## src/rtl/ppu_pkg.sv

```systemverilog
// ppu_pkg: shared sizing helpers for the PPU datapath.
//   te_bits / frac_full_size : FIR field widths for a given posit (N, ES).
//   float_exp_bits / float_mant_bits / float_qnan : IEEE-754 format constants
//   for FSIZE = 16, 32 or 64.
// The FIR record itself (fir_t) depends on N/ES, so each user declares it
// locally from these widths.
package ppu_pkg;

  // Signed scale field: wide enough for +-(N-1)*2^ES with headroom.
  function automatic int te_bits(input int n, input int es);
    return es + $clog2(n) + 2;
  endfunction

  // Significand including the hidden bit at the MSB.
  function automatic int frac_full_size(input int n, input int es);
    return n - es - 1;
  endfunction

  function automatic int float_exp_bits(input int fsize);
    case (fsize)
      16:      return 5;
      64:      return 11;
      default: return 8;
    endcase
  endfunction

  function automatic int float_mant_bits(input int fsize);
    case (fsize)
      16:      return 10;
      64:      return 52;
      default: return 23;
    endcase
  endfunction

  function automatic logic [63:0] float_qnan(input int fsize);
    case (fsize)
      16:      return 64'h0000_0000_0000_7E00;
      64:      return 64'h7FF8_0000_0000_0000;
      default: return 64'h0000_0000_7FC0_0000;
    endcase
  endfunction

  function automatic int max_int(input int a, input int b);
    return (a > b) ? a : b;
  endfunction

endpackage

```

## src/rtl/round_rne.sv

```systemverilog
// round_rne: round-to-nearest-even increment on a W-bit mantissa.
//   mant_i/guard_i/sticky_i : truncated mantissa and the bits below it
//   mant_o/carry_o          : rounded mantissa and carry out of its MSB
// Purely combinational; the caller decides what a carry means (exponent bump,
// subnormal promotion, overflow).
module round_rne #(
  parameter int W = 23
) (
  input  logic [W-1:0] mant_i,
  input  logic         guard_i,
  input  logic         sticky_i,
  output logic [W-1:0] mant_o,
  output logic         carry_o
);
  logic inc;

  // Ties (guard set, nothing below) go up only when the lsb is odd.
  assign inc = guard_i & (sticky_i | mant_i[0]);
  assign {carry_o, mant_o} = {1'b0, mant_i} + {{W{1'b0}}, inc};
endmodule

```

## src/rtl/ppu_fir_to_float.sv

```systemverilog
// ppu_fir_to_float: 2-stage FIR -> IEEE-754 (FSIZE bits) converter, RNE.
//   clk_i, rst_i (async, active-low)
//   in_valid_i / in_ready_o : input handshake
//   fir_i = {sign, te (signed), frac (hidden 1 at MSB)}, is_zero_i, is_nar_i, tag_i
//   out_valid_o / out_ready_i : output handshake
//   float_o, tag_o : registered result and its tag
// S1 registers special flags, biased exponent and the subnormal shift amount;
// S2 shifts, rounds and packs. Outputs come straight from S2 registers.
module ppu_fir_to_float
  import ppu_pkg::*;
#(
  parameter  int N              = 16,
  parameter  int ES             = 1,
  parameter  int FSIZE          = 32,
  parameter  int TAG_W          = 4,
  localparam int TE_BITS        = te_bits(N, ES),
  localparam int FRAC_FULL_SIZE = frac_full_size(N, ES),
  localparam int FIR_W          = 1 + TE_BITS + FRAC_FULL_SIZE
) (
  input  logic             clk_i,
  input  logic             rst_i,
  input  logic             in_valid_i,
  output logic             in_ready_o,
  input  logic [FIR_W-1:0] fir_i,
  input  logic             is_zero_i,
  input  logic             is_nar_i,
  input  logic [TAG_W-1:0] tag_i,
  output logic             out_valid_o,
  input  logic             out_ready_i,
  output logic [FSIZE-1:0] float_o,
  output logic [TAG_W-1:0] tag_o
);
  localparam int EB     = float_exp_bits(FSIZE);
  localparam int MB     = float_mant_bits(FSIZE);
  localparam int BIAS   = (1 << (EB - 1)) - 1;
  // Biased exponent must hold both the posit scale range and the float bias.
  localparam int BE_W   = max_int(TE_BITS, EB) + 2;
  localparam int SH_MAX = MB + 2;
  localparam int SH_W   = $clog2(SH_MAX + 1);
  // Room below the significand so a saturated shift loses nothing to sticky.
  localparam int XW     = max_int(FRAC_FULL_SIZE, MB + 1) + SH_MAX;
  localparam int EF_W   = EB + 1;

  localparam logic [FSIZE-1:0]       QNAN   = FSIZE'(float_qnan(FSIZE));
  localparam logic signed [BE_W-1:0] BE_INF = BE_W'((1 << EB) - 1);
  localparam logic signed [BE_W-1:0] SH_SAT = BE_W'(SH_MAX);
  localparam logic [EF_W-1:0]        EF_INF = EF_W'((1 << EB) - 1);

  typedef struct packed {
    logic                      sign;
    logic [TE_BITS-1:0]        te;
    logic [FRAC_FULL_SIZE-1:0] frac;
  } fir_t;

  typedef struct packed {
    logic                      nar;
    logic                      zero;
    logic                      ovf;
    logic                      sign;
    logic [EB-1:0]             be;
    logic [SH_W-1:0]           shamt;
    logic [FRAC_FULL_SIZE-1:0] frac;
    logic [TAG_W-1:0]          tag;
  } s1_t;

  fir_t fir;
  s1_t  s1_d, s1_q;
  logic v1, v2, ready1, ready2;

  logic signed [BE_W-1:0] be_c, sub_amt;
  logic                   is_sub;

  assign fir = fir_i;

  // Ready chain: each stage accepts when empty or when the stage ahead moves.
  assign ready2     = !v2 | out_ready_i;
  assign ready1     = !v1 | ready2;
  assign in_ready_o = ready1;

  // ---------------- S1: decode ----------------
  always_comb begin
    be_c     = BE_W'(signed'(fir.te)) + BE_W'(BIAS);
    sub_amt  = BE_W'(1) - be_c;
    is_sub   = be_c[BE_W-1] | (be_c == '0);
    s1_d     = '0;
    s1_d.nar  = is_nar_i;
    s1_d.zero = is_zero_i;
    s1_d.ovf  = (be_c >= BE_INF);
    s1_d.sign = fir.sign;
    s1_d.be   = be_c[EB-1:0];
    s1_d.frac = fir.frac;
    s1_d.tag  = tag_i;
    if (is_sub)
      s1_d.shamt = (sub_amt > SH_SAT) ? SH_W'(SH_MAX) : sub_amt[SH_W-1:0];
  end

  always_ff @(posedge clk_i or negedge rst_i) begin
    if (!rst_i) begin
      v1   <= 1'b0;
      s1_q <= '0;
    end else if (ready1) begin
      v1 <= in_valid_i;
      if (in_valid_i) s1_q <= s1_d;
    end
  end

  // ---------------- S2: shift, round, pack ----------------
  logic [XW-1:0]    x_sh;
  logic [MB-1:0]    mant_rnd;
  logic             carry;
  logic [EF_W-1:0]  ef;
  logic [FSIZE-1:0] float_d;

  assign x_sh = {s1_q.frac, {(XW - FRAC_FULL_SIZE){1'b0}}} >> s1_q.shamt;

  round_rne #(.W(MB)) u_round (
    .mant_i  (x_sh[XW-2 -: MB]),
    .guard_i (x_sh[XW-MB-2]),
    .sticky_i(|x_sh[XW-MB-3:0]),
    .mant_o  (mant_rnd),
    .carry_o (carry)
  );

  always_comb begin
    // Hidden bit still in place means the normal path (shift of 0); a
    // subnormal has it shifted out, so its exponent field starts at 0 and a
    // rounding carry lands it on the minimum normal.
    ef      = {1'b0, (x_sh[XW-1] ? s1_q.be : {EB{1'b0}})} + EF_W'(carry);
    float_d = '0;
    if (s1_q.nar)
      float_d = QNAN;
    else if (s1_q.zero)
      float_d = '0;
    else if (s1_q.ovf || (ef >= EF_INF))
      float_d = {s1_q.sign, {EB{1'b1}}, {MB{1'b0}}};
    else
      float_d = {s1_q.sign, ef[EB-1:0], mant_rnd};
  end

  always_ff @(posedge clk_i or negedge rst_i) begin
    if (!rst_i) begin
      v2      <= 1'b0;
      float_o <= '0;
      tag_o   <= '0;
    end else if (ready2) begin
      v2 <= v1;
      if (v1) begin
        float_o <= float_d;
        tag_o   <= s1_q.tag;
      end
    end
  end

  assign out_valid_o = v2;
endmodule

```

## config.mk

```make
export PLATFORM = sky130hd
export DESIGN_NAME = ppu_fir_to_float
export DESIGN_NICKNAME = d
export VERILOG_FILES = /design/src/rtl/ppu_pkg.sv /design/src/rtl/round_rne.sv /design/src/rtl/ppu_fir_to_float.sv
export SDC_FILE = /design/constraint.sdc
export NUM_CORES = 1
export LEC_CHECK = 0
export CAP_MARGIN = 20
export CORE_ASPECT_RATIO = 0.75
export CORE_MARGIN = 2
export CORE_UTILIZATION = 40
export DETAILED_ROUTE_END_ITERATION = 12
export GPL_TIMING_DRIVEN = 0
export PLACE_DENSITY = 0.66
export SETUP_SLACK_MARGIN = 0.15
export SYNTH_ARGS = -nofsm -noshare
export SYNTH_HDL_FRONTEND = slang
export SYNTH_SLANG_ARGS = --single-unit
```

## constraint.sdc

```tcl
create_clock -name clk_i -period 2.9 [get_ports clk_i]
set_input_delay 0.58 -clock clk_i [delete_from_list [all_inputs] [get_ports clk_i]]
set_output_delay 0.58 -clock clk_i [all_outputs]
set_load 0.03 [all_outputs]
```

Yosys cells after proc, flatten, opt, wreduce, memory -nomap -nowiden
Cells that the tools add are included.
Operators by class
  add/sub/neg operators: 4
  multiply operators: 0
  div/mod/pow operators: 0
  order comparisons: 3
  equality and inequality tests: 0
  shift-type cells: 1
  multiplexer cells: 6
  bitwise operators: 5
  reductions and logical operators: 7
Operators by type and width (count)
  $mux W32: 2
  $shr A49 B5 Y49: 1
  $mux W31: 1
  $add A23 B1 Y24: 1
  $reduce_or A24 Y1: 1
  $gt A10 B6 Y1 const B: 1
  $logic_not A10 Y1: 1
  $mux W5: 2
  $sub A2 B9 Y10 const A: 1
  $add A7 B8 Y9 const B: 1
  $add A8 B1 Y9: 1
  $ge A9 B8 Y1 const B: 1
  $ge A9 B9 Y1 const B: 1
  $mux W8: 1
  $or A1 B1 Y1: 4
  $reduce_and A2 Y1: 2
  $logic_not A1 Y1: 2
  $and A1 B1 Y1: 1
  $logic_or A1 B1 Y1: 1
Storage, ports and cells
  flip-flop bits (word level): 73
  latch bits: 0
  RAM bits: 0
  memory bits (read-only): 0
  output and inout bits: 38
  word-level logic and storage cells: 38
  memories: 0

Depth between registers and ports, before layout
  depth after elaboration: 11
  mapped depth: 15
  mapped depth without buffers: 12

Cells and area by module
A second synthesis with hierarchy kept.
Second synthesis, totals
  cells, all modules: 486
  area total of the unflattened synthesis: 4670.7 sq um
By module, submodules not included
  ppu_fir_to_float: times used 1, cells an instance 415, area each 4174.0 sq um
  round_rne: times used 1, cells an instance 71, area each 496.7 sq um

Least setup slack after synthesis
Ideal clock, no wire load.
  kind: register to register
  start point: register s1_q[18] (netlist bit)
  end point: register float_o[11]
  setup time: 131 ps
  arrival time: 2735 ps
  path slack: 33 ps
  cell stages (with the launch flop): 14
  cells stage by stage: dfrtp_1 -> buf_6 -> buf_4 -> nor2_1 -> and3_1 -> buf_2 -> and2_1 -> ha_1 -> and3_1 -> o2111ai_1 -> o311ai_0 -> nor2_1 -> and4_1 -> or3_1
On the way
  longest elaborated chain between the ends: 11
RTL lines
  start: declaration: line ppu_fir_to_float.sv:67  | s1_t s1_d, s1_q;
  start signal: assignment: line ppu_fir_to_float.sv:100  | s1_q <= '0;
  start signal: assignment: line ppu_fir_to_float.sv:103  | if (in_valid_i) s1_q <= s1_d;
  $shr A49 B5 Y49 (*): line ppu_fir_to_float.sv:114  | assign x_sh = {s1_q.frac, {(XW - FRAC_FULL_SIZE){1'b0}}} >> s1_q.shamt;
  $reduce_or A24 Y1: line ppu_fir_to_float.sv:119  | .sticky_i(|x_sh[XW-MB-3:0]),
  $or A1 B1 Y1: line round_rne.sv:18  | assign inc = guard_i & (sticky_i | mant_i[0]);
  $and A1 B1 Y1: line round_rne.sv:18
  $add A23 B1 Y24: line round_rne.sv:19  | assign {carry_o, mant_o} = {1'b0, mant_i} + {{W{1'b0}}, inc};
  $add A8 B1 Y9: line ppu_fir_to_float.sv:128  | ef = {1'b0, (x_sh[XW-1] ? s1_q.be : {EB{1'b0}})} + EF_W'(carry);
  $ge A9 B8 Y1: line ppu_fir_to_float.sv:134  | else if (s1_q.ovf || (ef >= EF_INF))
  $logic_or A1 B1 Y1: line ppu_fir_to_float.sv:134
  $mux W31 (*): line ppu_fir_to_float.sv:134
  $mux W32 (*): line ppu_fir_to_float.sv:132  | else if (s1_q.zero)
  $mux W32 (*): line ppu_fir_to_float.sv:130  | if (s1_q.nar)
  end signal: assignment: line ppu_fir_to_float.sv:148  | float_o <= float_d;
  end: declaration: line ppu_fir_to_float.sv:30  | output logic [FSIZE-1:0] float_o,
Every way passes the cells marked *; elsewhere a longest branch is shown, timed or not.
A chain may end at the register's enable or synchronous reset.

Worst setup path in the final report
  start point: register s1_q[18] (netlist bit)
  end point: register float_o[0]
Same word-level chain as after synthesis.

==> run_results.csv <==
group,metric,value,unit
global_routing,grtUsageTotal,0.2472,
synthesis,synth_compound_area_frac,0.1854,
route,drt-initial-drc-count,325,
clock_network,htree_levels,3,
synthesis,synthArstFlopShare,1.000,
worst_setup_path,crit_type,"reg -> reg",
route,drc_errors,0,
clock_network,cts_hold_buf,0,
synthesis,yosysTopAreaCell,"dfrtp_1",
clock_network,clk_pin_slew,80,ps
clock_network,insertion_delay,340,ps
timing,rsz0062_at_grt,"true",
timing,period_minus_slack,2860,ps
worst_setup_path,crit_path_max_fanout,7,
synthesis,synthFlopType,"dfrtp_1",
synthesis,ys_top_cells_by_count,"dfrtp_1, nand2_1, mux2_2",
finish,final_cells,807,
worst_setup_path,reg2reg_depth,7,
worst_hold_path,min_path_type,"in -> async",
synthesis,syn-num-nets,552,
synthesis,synth_cells,515,
synthesis,syn_area,4981,um2
worst_setup_path,start_kind,"flip-flop",
synthesis,synthMuxAreaShare,0.1736,
worst_setup_path,slowest_stage,"mux4_2",
placement,pre_cts_ws,-390.0,ps
die,core-area,12220,um2
timing,max_slew_margin,0.4036,
route,routedWlPerCell,20.20,um
finish,n_fill_cell,1038,
synthesis,yosys-top-cells-area,"dfrtp_1, mux2_2, nand2_1, mux4_2, mux2i_1",
timing,setup_ws,40.17,ps
worst_setup_path,path_cells,"buf_12 -> mux4_2 -> nor2_1 -> o211ai_1 -> or4_1 -> o311a_1 -> a221o_1",
placement,place.gp.congestion,0.9628,
die,die_x,132.9,um
worst_setup_path,cpPeakStageDelay,570,ps
power_and_ir_drop,p_sw_frac,0.3327,
power_and_ir_drop,p_clk_frac,0.352,
power_and_ir_drop,power_frac_comb,0.287,
die,row_count,35,
synthesis,synth.most_common_cell,"dfrtp_1",
synthesis,syn_avg_cell_area,9.672,um2
worst_setup_path,worstPathArrival,3070,ps
timing,hold_viol_final,0,
worst_setup_path,worstReg2RegStart,"s1_q[18]$_DFFE_PN0P_",
placement,hpwlAfterDp,11700,um
timing,fmax,349.7,MHz
worst_setup_path,r2r_slack,40,ps
timing,drv_slew,0,
route,num_vias,4707,
worst_setup_path,r2r-end,"float_o[0]$_DFFE_PN0P_",
finish,drive_above_1_share,0.2824,
die,die-height,100.6,um
clock_network,root_buffer,"clkbuf_16",
route,wirelength,16300,um
clock_network,cts_tree,"built",
global_routing,grt_pass1_vias,4637,
die,ios,70,
synthesis,synth-adder-area-share,0.01256,
global_routing,grt_pass1_wl,25670,um
synthesis,synth_top_family_by_area,"simple AND/OR/NAND/NOR gates",
worst_setup_path,cp_top_family,"simple AND/OR/NAND/NOR gates",
power_and_ir_drop,vdd_drop_max,0.3694,mV
finish,fin_nets,673,
run_status,status,"completed",
placement,io_buffers,69,
finish,syn_to_final_growth,40.67,%
synthesis,synthXorXnorAreaFrac,0.02462,
synthesis,synthSimpleGateAreaFrac,0.1922,
worst_setup_path,path_buf_inv,1,
clock_network,cts-buffers-inserted,9,
synthesis,ys_types,73,
timing,max_slew.worst_pin.slew,894.6,ps
global_routing,grt_start_max_net_pins,74,
timing,skew,17.52,ps
synthesis,synth_seq_cells,73,
route,viasPerCell,5.833,
global_routing,grt_overflow,0,
timing,fin_crit_sh,0.9861,
worst_setup_path,crit_required,3110,ps
power_and_ir_drop,p_int,2.418,mW
global_routing,antenna_found_initial,0,
finish,diodes,0,
power_and_ir_drop,leakage,2.706,nW
clock_network,clock-sinks,73,
die,start_util,0.4077,
route,firstDrtPassIters,5,
synthesis,ys_seq_area_frac,0.3667,
synthesis,yosysWarningCount,0,
die,fp.dieArea,13370,um2
power_and_ir_drop,power_frac_seq,0.361,
clock_network,clockBufferDepth,2,
placement,place_inst,750,
power_and_ir_drop,p_sw,1.205,mW
synthesis,synth_edf_count,0,
synthesis,yosysTopAreaCellShare,0.3667,
route,postRouteAntennaNets,0,
worst_setup_path,worst_setup_path_end_kind,"flip-flop",
worst_setup_path,startpoint,"s1_q[18]$_DFFE_PN0P_",
run,drv_cap,0,
timing,finalSetupViolations,0,
power_and_ir_drop,p_per_area,517.1,nW/um2
-- per-layer routing --
metal  track usage  vias up  share of wire
met1        0.3545     2304           0.46
met4       0.06452        0          0.015
met3       0.05581       19          0.076
li1              -     2175              -
met2        0.3790      209           0.45
met5             0        -              0
-- stage by stage --
| step | setup TNS, ps | cell area [um2] | util | hold WS, ps | total power, mW |
|---|---|---|---|---|---|
| after floorplan | 0 | 5002 | - | 284.4 | 1.817 |
| after global placement | -88170 | 5901 | 0.4829 | 460.2 | 2.199 |
| after detailed placement | -3479 | 5898 | 0.4827 | 468.3 | 2.214 |
| after CTS | 0 | 6817 | 0.5579 | 398.1 | 3.592 |
| after global routing | -186.3 | 7007 | 0.5735 | 435.0 | 3.781 |
| final | 0 | 7007 | 0.5735 | 353.2 | 3.623 |
-- layout make-up --
type	count	area [um2]	share of cell area
Clock buffer	10	239.0	0.03411
Timing Repair Buffer	110	1040	0.1484
Buffer	30	249.0	0.03554
Inverter	12	47.55	0.006786
Tap cell	166	207.7	0.02964
Clock inverter	6	97.59	0.01393
Sequential cell	73	1829	0.2611
Multi-Input combinational cell	400	3297	0.4705
-- cells in the final DEF (no fill, tap or decap), drive strengths merged, types with 6 or more instances in the layout --
| cell type | count |
|---|---|
| nand4 | 6 |
| a21oi | 26 |
| clkdlybuf4s50 | 68 |
| dfrtp | 73 |
| a31oi | 6 |
| nor4 | 7 |
| nand2b | 11 |
| and3 | 7 |
| or3 | 6 |
| nor2 | 25 |
| xnor2 | 9 |
| nand2 | 65 |
| nor3 | 15 |
| a211oi | 6 |
| mux4 | 13 |
| nand3 | 12 |
| o21ai | 35 |
| mux2 | 32 |
| and2 | 9 |
| inv | 12 |
| nor2b | 6 |
| buf | 57 |
| clkbuf | 24 |
| o31ai | 10 |
| mux2i | 20 |
-- kinds of logic (layout without fill, tap and decap cells) --
family | after synthesis | count (layout)
AOI/OAI and AO/OA | 130 | 130
xor gates and xnor gates | 14 | 14
DFF | 73 | 73
buffers and inverters | 42 | 168
other | 1 | 1
adders and majority gates | 5 | 5
and+or+nand+nor | 185 | 185
muxes | 65 | 65
-- power by group through the flow --
stage | Clock [mW] | Sequential (mW) | Combinational, mW
final | 1.28 | 1.31 | 1.04
after global routing | 1.35 | 1.33 | 1.10
after CTS | 1.30 | 1.30 | 0.989
after detailed placement | 0 | 1.31 | 0.903
after global placement | 0 | 1.30 | 0.897
after floorplan | 0 | 1.43 | 0.392
-- sequential cells by signal (all words and copies together) (netlist names) --
signal,count
tag_o,4
float_o,32
v1,1
s1_q,35
out_valid_o,1
-- what timing repair did --
action                     in CTS  in global routing
setup endpoints to repair      25                 24
resized for setup              67                 33
cloned                          1                  0
buffers inserted               34                  6
pin swaps                      20                 17
-- worst max path at each step --
stage                               to  slack [ps]  cells past startpoint
2_1_floorplan  float_o[11]$_DFFE_PN0P_         150                     13
3_3_place_gp       s1_q[9]$_DFFE_PN0P_       -1170                      1
3_5_place_dp   float_o[11]$_DFFE_PN0P_        -390                     13
4_1_cts        float_o[11]$_DFFE_PN0P_          40                     13
5_1_grt        float_o[11]$_DFFE_PN0P_         -80                     10
6_report        float_o[0]$_DFFE_PN0P_          40                      7
(Power assumes the default switching activity.)
